**config.mk**
```make
export PLATFORM = sky130hd
export DESIGN_NAME = axis_packet_checker_multi
export DESIGN_NICKNAME = d
export VERILOG_FILES = /design/src/rtl/axis_checker_pkg.sv /design/src/rtl/sat_counter.sv /design/src/rtl/axis_packet_checker_multi.sv
export SDC_FILE = /design/constraint.sdc
export NUM_CORES = 1
export LEC_CHECK = 0
export CAP_MARGIN = 20
export CORE_UTILIZATION = 50
export DETAILED_ROUTE_END_ITERATION = 10
export DONT_BUFFER_PORTS = 1
export SLEW_MARGIN = 10
export SYNTH_ARGS = -nofsm -noshare
export SYNTH_HDL_FRONTEND = slang
export SYNTH_SLANG_ARGS = --single-unit
```
**constraint.sdc**
```tcl
create_clock -name auroraClk -period 2.9 [get_ports auroraClk]
set_input_delay 0.58 -clock auroraClk [delete_from_list [all_inputs] [get_ports auroraClk]]
set_output_delay 0.58 -clock auroraClk [all_outputs]
set_load 0.01 [all_outputs]
```
**src/rtl/axis_checker_pkg.sv**
```systemverilog
// Shared encodings for the Aurora AXI-Stream packet checker: status codes,
// receive FSM states and the width of the runtime payload-length input.
package axis_checker_pkg;

  typedef enum logic [2:0] {
    ST_SUCCESS        = 3'd0,
    ST_BAD_HEADER     = 3'd1,
    ST_BAD_SIZE       = 3'd2,
    ST_BAD_INDEX      = 3'd3,
    ST_ABORTED        = 3'd4,
    ST_BAD_LENGTH_CFG = 3'd5
  } status_e;

  typedef enum logic [1:0] {
    S_HEADER = 2'd0,
    S_DATA   = 2'd1,
    S_DRAIN  = 2'd2
  } state_e;

  // Width needed to express 0..max_words inclusive.
  function automatic int len_width(input int max_words);
    return $clog2(max_words + 1);
  endfunction

endpackage

```
**src/rtl/sat_counter.sv**
```systemverilog
// Saturating up-counter; clear restarts at zero but still counts an
// increment arriving in the same cycle.
module sat_counter #(
  parameter int WIDTH = 16
) (
  input  logic             clk,
  input  logic             rst,
  input  logic             inc,
  input  logic             clear,
  output logic [WIDTH-1:0] count
);

  logic [WIDTH-1:0] count_q, count_d;

  always_comb begin
    count_d = count_q;
    if (clear)                      count_d = WIDTH'(inc);
    else if (inc && count_q != '1)  count_d = count_q + WIDTH'(1);
  end

  always_ff @(posedge clk) begin
    if (rst) count_q <= '0;
    else     count_q <= count_d;
  end

  assign count = count_q;

endmodule

```
**src/rtl/axis_packet_checker_multi.sv**
```systemverilog
// AXI-Stream packet receiver for the Aurora link: validates header, checks
// payload length, delivers good payloads and keeps per-cycle statistics.
module axis_packet_checker_multi
  import axis_checker_pkg::*;
#(
  parameter int DATA_WIDTH      = 32,
  parameter int MAGIC_WIDTH     = 16,
  parameter int MAGIC_START_BIT = 16,
  parameter int INDEX_WIDTH     = 5,
  parameter int INDEX_START_BIT = 10,
  parameter int NUM_INDICES     = 32,
  parameter int MAX_DATA_WORDS  = 4,
  parameter int COUNT_WIDTH     = 16
) (
  input  logic                                   auroraClk,
  input  logic                                   auroraReset,
  input  logic                                   rxEnable,
  input  logic                                   newCycleStrobe,
  input  logic [len_width(MAX_DATA_WORDS)-1:0]   expectedDataWords,
  input  logic [MAGIC_WIDTH-1:0]                 expectedHeaderMagic,
  input  logic                                   TVALID,
  output logic                                   TREADY,
  input  logic                                   TLAST,
  input  logic [DATA_WIDTH-1:0]                  TDATA,
  output logic                                   statusStrobe,
  output logic [2:0]                             statusCode,
  output logic                                   packetStrobe,
  output logic [INDEX_WIDTH-1:0]                 packetIndex,
  output logic [DATA_WIDTH*MAX_DATA_WORDS-1:0]   packetData,
  output logic [COUNT_WIDTH-1:0]                 goodCount,
  output logic [COUNT_WIDTH-1:0]                 errorCount
);

  localparam int LEN_W = len_width(MAX_DATA_WORDS);

  if (INDEX_START_BIT + INDEX_WIDTH > MAGIC_START_BIT) begin : g_chk_overlap
    $error("index field must lie entirely below the magic field");
  end
  if (MAGIC_START_BIT + MAGIC_WIDTH > DATA_WIDTH) begin : g_chk_magic
    $error("magic field exceeds TDATA width");
  end
  if (MAX_DATA_WORDS < 1) begin : g_chk_depth
    $error("MAX_DATA_WORDS must be at least 1");
  end

  state_e                                   state_q, state_d;
  status_e                                  code_q, code_d;
  logic                                     tready_q;
  logic                                     st_stb_q, st_stb_d, pkt_stb_q, pkt_stb_d;
  logic [LEN_W-1:0]                         cnt_q, cnt_d, len_q, len_d;
  logic [INDEX_WIDTH-1:0]                   idx_q, idx_d, pkt_idx_q, pkt_idx_d;
  logic [MAX_DATA_WORDS-1:0][DATA_WIDTH-1:0] buf_q, buf_d, pkt_data_q, pkt_data_d;
  logic [COUNT_WIDTH-1:0]                   good_int, err_int;
  logic [COUNT_WIDTH-1:0]                   good_snap_q, good_snap_d, err_snap_q, err_snap_d;

  logic                   accept, last_cnt, good_inc, err_inc;
  logic [MAGIC_WIDTH-1:0] hdr_magic;
  logic [INDEX_WIDTH-1:0] hdr_idx;

  assign accept    = TVALID && tready_q;
  assign hdr_magic = TDATA[MAGIC_START_BIT +: MAGIC_WIDTH];
  assign hdr_idx   = TDATA[INDEX_START_BIT +: INDEX_WIDTH];
  assign last_cnt  = (cnt_q == len_q - LEN_W'(1));

  always_comb begin
    state_d     = state_q;
    cnt_d       = cnt_q;
    len_d       = len_q;
    idx_d       = idx_q;
    buf_d       = buf_q;
    st_stb_d    = 1'b0;
    code_d      = code_q;
    pkt_stb_d   = 1'b0;
    pkt_idx_d   = pkt_idx_q;
    pkt_data_d  = pkt_data_q;
    good_snap_d = good_snap_q;
    err_snap_d  = err_snap_q;

    // A cycle boundary overrides any beat presented in the same cycle.
    if (newCycleStrobe) begin
      good_snap_d = good_int;
      err_snap_d  = err_int;
      if (state_q != S_HEADER) begin
        st_stb_d = 1'b1;
        code_d   = ST_ABORTED;
      end
      state_d = S_HEADER;
      buf_d   = '0;
    end else if (accept) begin
      case (state_q)
        S_HEADER: begin
          st_stb_d = 1'b1;
          if (hdr_magic != expectedHeaderMagic)
            code_d = ST_BAD_HEADER;
          else if (int'(hdr_idx) >= NUM_INDICES)
            code_d = ST_BAD_INDEX;
          else if (expectedDataWords == '0 || int'(expectedDataWords) > MAX_DATA_WORDS)
            code_d = ST_BAD_LENGTH_CFG;
          else if (TLAST)
            code_d = ST_BAD_SIZE;
          else begin
            st_stb_d = 1'b0;
            idx_d    = hdr_idx;
            len_d    = expectedDataWords;
            cnt_d    = '0;
            buf_d    = '0;
            state_d  = S_DATA;
          end
          if (st_stb_d && !TLAST) state_d = S_DRAIN;
        end
        S_DATA: begin
          for (int w = 0; w < MAX_DATA_WORDS; w++)
            if (cnt_q == LEN_W'(w)) buf_d[w] = TDATA;
          if (TLAST) begin
            st_stb_d = 1'b1;
            state_d  = S_HEADER;
            if (last_cnt) begin
              code_d     = ST_SUCCESS;
              pkt_stb_d  = 1'b1;
              pkt_idx_d  = idx_q;
              pkt_data_d = buf_d;
            end else begin
              code_d = ST_BAD_SIZE;
            end
          end else if (last_cnt) begin
            st_stb_d = 1'b1;
            code_d   = ST_BAD_SIZE;
            state_d  = S_DRAIN;
          end else begin
            cnt_d = cnt_q + LEN_W'(1);
          end
        end
        S_DRAIN: if (TLAST) state_d = S_HEADER;
        default: state_d = S_HEADER;
      endcase
    end
  end

  assign good_inc = st_stb_d && (code_d == ST_SUCCESS);
  assign err_inc  = st_stb_d && (code_d != ST_SUCCESS);

  sat_counter #(.WIDTH(COUNT_WIDTH)) u_good_cnt (
    .clk(auroraClk), .rst(auroraReset), .inc(good_inc), .clear(newCycleStrobe), .count(good_int)
  );
  sat_counter #(.WIDTH(COUNT_WIDTH)) u_err_cnt (
    .clk(auroraClk), .rst(auroraReset), .inc(err_inc), .clear(newCycleStrobe), .count(err_int)
  );

  always_ff @(posedge auroraClk) begin
    if (auroraReset) begin
      state_q     <= S_HEADER;
      code_q      <= ST_SUCCESS;
      tready_q    <= 1'b0;
      st_stb_q    <= 1'b0;
      pkt_stb_q   <= 1'b0;
      cnt_q       <= '0;
      len_q       <= '0;
      idx_q       <= '0;
      buf_q       <= '0;
      pkt_idx_q   <= '0;
      pkt_data_q  <= '0;
      good_snap_q <= '0;
      err_snap_q  <= '0;
    end else begin
      state_q     <= state_d;
      code_q      <= code_d;
      tready_q    <= rxEnable;
      st_stb_q    <= st_stb_d;
      pkt_stb_q   <= pkt_stb_d;
      cnt_q       <= cnt_d;
      len_q       <= len_d;
      idx_q       <= idx_d;
      buf_q       <= buf_d;
      pkt_idx_q   <= pkt_idx_d;
      pkt_data_q  <= pkt_data_d;
      good_snap_q <= good_snap_d;
      err_snap_q  <= err_snap_d;
    end
  end

  assign TREADY       = tready_q;
  assign statusStrobe = st_stb_q;
  assign statusCode   = code_q;
  assign packetStrobe = pkt_stb_q;
  assign packetIndex  = pkt_idx_q;
  assign packetData   = pkt_data_q;
  assign goodCount    = good_snap_q;
  assign errorCount   = err_snap_q;

endmodule

```
==> metrics <==
slowest stage delay, CP between 0.5 and 0.6 ns; Num CTS Buffers 37; Sink Count 344; Worst Setup Start Kind register; status finished clean; Critical Setup Path Class register to register; final setup TNS 0 ns; max-cap violations 0; vias in the first global route 9207; area of the multi-input gates 6310 sq um; CP Launch Point len_q[0]; cell taking the most area after synthesis dfxtp_1; first-pass GRT wire length 54000 um; Synth Area in Simple Gates 11.5%; Vias around 9700; Die Wd 168 um; worst-path fanout max 12; total power roughly 9.6 mW; largest family of logic cells by synthesized area compound AO/OA/AOI/OAI gates; gp weighted congestion approximately 0.81; Worst-Skew Late Latency roughly 0.52 ns; root buf cell clkbuf_16; Finish-stage setup viols 0; Static Leak 5.28 nW; Synth Area in Compound Gates 17.7%; DRT Wirelength 34100 um; sequential area share after synthesis 50.0%; crit end category register; area grow syn2layout 10.1%; IO Count between 200 and 250; peak supply drop 0.394 mV; # fillers 2402; reg-to-reg critical path startpoint len_q[0]; reg2reg path depth 10; RSZ-0062 raised after global routing no; max-slew violations 0; CTS max path bufs 3; Unique masters post-synth 61; Power Dens Cells 633 nW/um^2; Critical Path RT 3.34 ns; synthesized area 13800 sq um; Slew HR 29.5%; wire per inst 20.6 um; Core ar. 27000 sq um; DR iter-0 viols 590; final antenna-violating net count 0; initial antenna violation count 0; Chip Height 168 um; CP endpoint u_err_cnt.count[5]; DR pass1 iterations 5; GRT Total Usage 24.1%; warnings from Yosys 0; largest net degree at the start of global routing 187; cells taking the most area after synthesis dfxtp_1, mux2i_1, a22o_1; Slowest cell on crit path or4_1; Period minus WS final 2.66 ns; Post-synth EDFFs 0; post-synthesis adder-cell area fraction 0.727%; Yosys reg bits approximately 340; worst-margin pin slew around 1.1 ns; share of cells above drive strength 1 9.42%; drt drc 0; fmax 376 MHz; share of the clock period used by the worst path ~92%; diode count 0; nets 1356; RR Endpoint u_err_cnt.count[5]; ys async rst share 0%; Post-Synth XOR/XNOR Area 2.25%; number of cell rows 60; port buffer count 0; Reg2Reg Setup Slack 0.24 ns; Detailed Place HPWL 21100 um; global route total overflow 0; Setup WS pre-CTS 0.0563 ns; die area 28200 sq um; Synth Instances 1366; top_reg_cell synth dfxtp_1; multiplexer share of the synthesized area 12.9%; Reg clk slew, reported paths 0.06 ns; sequence of cells on the critical path inv_1 -> ha_1 -> xor2_2 -> nand3_4 -> nor2_4 -> o31ai_2 -> and3_4 -> or4_1 -> or3_1 -> a21oi_1; post-synth net total 1431; via/cell ratio 5.85; final setup margin 0.238 ns; top cell type's share of synthesized area between 40 and 50%; Syn Area/Cell ~10 sq um; Initial Utilization 51.0%; CTS tree built; FF/Latch Area 6890 sq um; Fin Clk Skew 0.0133 ns; final hold viol count 0; H-tree Lvls 2; Hold Path Class primary input to register; post-CTS setup buffers 0; critical path arrival 3.10 ns
worst min-delay path by stage:
| stage | cells past startpoint | to | start |
|---|---|---|---|
| 6_report | 1 | goodCount[5] | auroraReset |
| 5_1_grt | 1 | errorCount[14] | auroraReset |
| 2_1_floorplan | 1 | buf_q[100] | buf_q[100] |
| 3_5_place_dp | 1 | buf_q[97] | buf_q[97] |
| 4_1_cts | 1 | goodCount[12] | auroraReset |
| 3_3_place_gp | 1 | buf_q[100] | buf_q[100] |
power breakdown:
part | total [mW] | internal (mW) | switching [mW]
clock | 4.70 | 2.81 | 1.89
sequential | 4.74 | 4.73 | 0.00659
combinational | 0.172 | 0.0640 | 0.108
total | 9.61 | 7.60 | 2.01
metal layers:
metal	routed length, um	track usage [%]	vias to the layer above
met1	15700	32.6	4620
met3	2640	7.64	40
li1	-	-	4786
met2	15300	37.6	251
met4	495	5.07	0
met5	0	0	-
worst max-delay path: cells and delay by family, from the launching register on:
kind | cells | cell delay (ns)
compound gates | 2 | 0.21
xor+xnor | 1 | 0.22
fa+ha+maj | 1 | 0.32
buf+inv | 1 | 0.06
flops | 1 | 0.41
simple gates | 5 | 1.35
logic make-up after synthesis:
kind of cell,after synthesis
adder cells (fa/ha/maj),8
AND/OR/NAND/NOR,340
multiplexers,178
XOR/XNOR,32
AO/OA/AOI/OAI,312
buffers and inverters,152
flip-flops,344
cell type report:
cell class,count,share of cell area (%)
clock inverter,14,1.08
tap,341,2.81
clock buffer,51,6.92
timing repair buffer,29,1.93
multi-input combinational,870,41.6
inverter,9,0.223
sequential,344,45.4
flip-flops by register name, summed over array words and instances, names as in the netlist:
| signal | flops |
|---|---|
| buf_q | 128 |
| errorCount | 16 |
| len_q | 3 |
| packetIndex | 5 |
| statusStrobe | 1 |
| statusCode | 3 |
| state_q | 2 |
| idx_q | 5 |
| packetData | 128 |
| cnt_q | 3 |
| goodCount | 16 |
| u_good_cnt.count | 16 |
| packetStrobe | 1 |
| TREADY | 1 |
| u_err_cnt.count | 16 |
cell usage in the layout, fill, tap and decap left out, types with 23 or more instances in the layout:
cell type,instances
a211oi_1,130
clkbuf_16,38
nand2_1,24
buf_4,23
dfxtp_1,344
a22o_1,128
xor2_1,27
nor2_1,215
mux2i_1,177
per-stage QoR:
stage               std cells  util, %  hold slack [ns]  instance area [sq um]
floorplan                1366        -            0.442                  13800
global placement         1593     51.6            0.455                  13900
detailed placement       1593     51.6            0.456                  13900
CTS                      1658     56.1            0.126                  15200
global route             1658     56.1            0.130                  15200
finish                   1658     56.1            0.148                  15200
cell usage after synthesis, drive strengths merged, types with 2 or more instances:
| cell type | count |
|---|---|
| a21oi | 19 |
| and3 | 7 |
| nor2b | 7 |
| xor2 | 29 |
| or4 | 6 |
| clkbuf | 93 |
| and4 | 3 |
| nand3 | 17 |
| mux2i | 177 |
| or3 | 20 |
| o21ai | 20 |
| xnor2 | 2 |
| nand2 | 24 |
| ha | 8 |
| inv | 9 |
| dfxtp | 344 |
| buf | 48 |
| o31ai | 2 |
| nand2b | 3 |
| a211oi | 131 |
| o21bai | 2 |
| a31oi | 2 |
| nand4 | 12 |
| nor2 | 223 |
| nor3 | 10 |
| nor4 | 4 |
| nor4b | 2 |
| a22o | 128 |
what timing repair did:
| action | in CTS | in global routing |
|---|---|---|
| hold buffers | 0 | 0 |
| setup endpoints to repair | 0 | 3 |
| resized for setup | 0 | 1 |
Note: power is estimated with default switching activity, not from simulation.
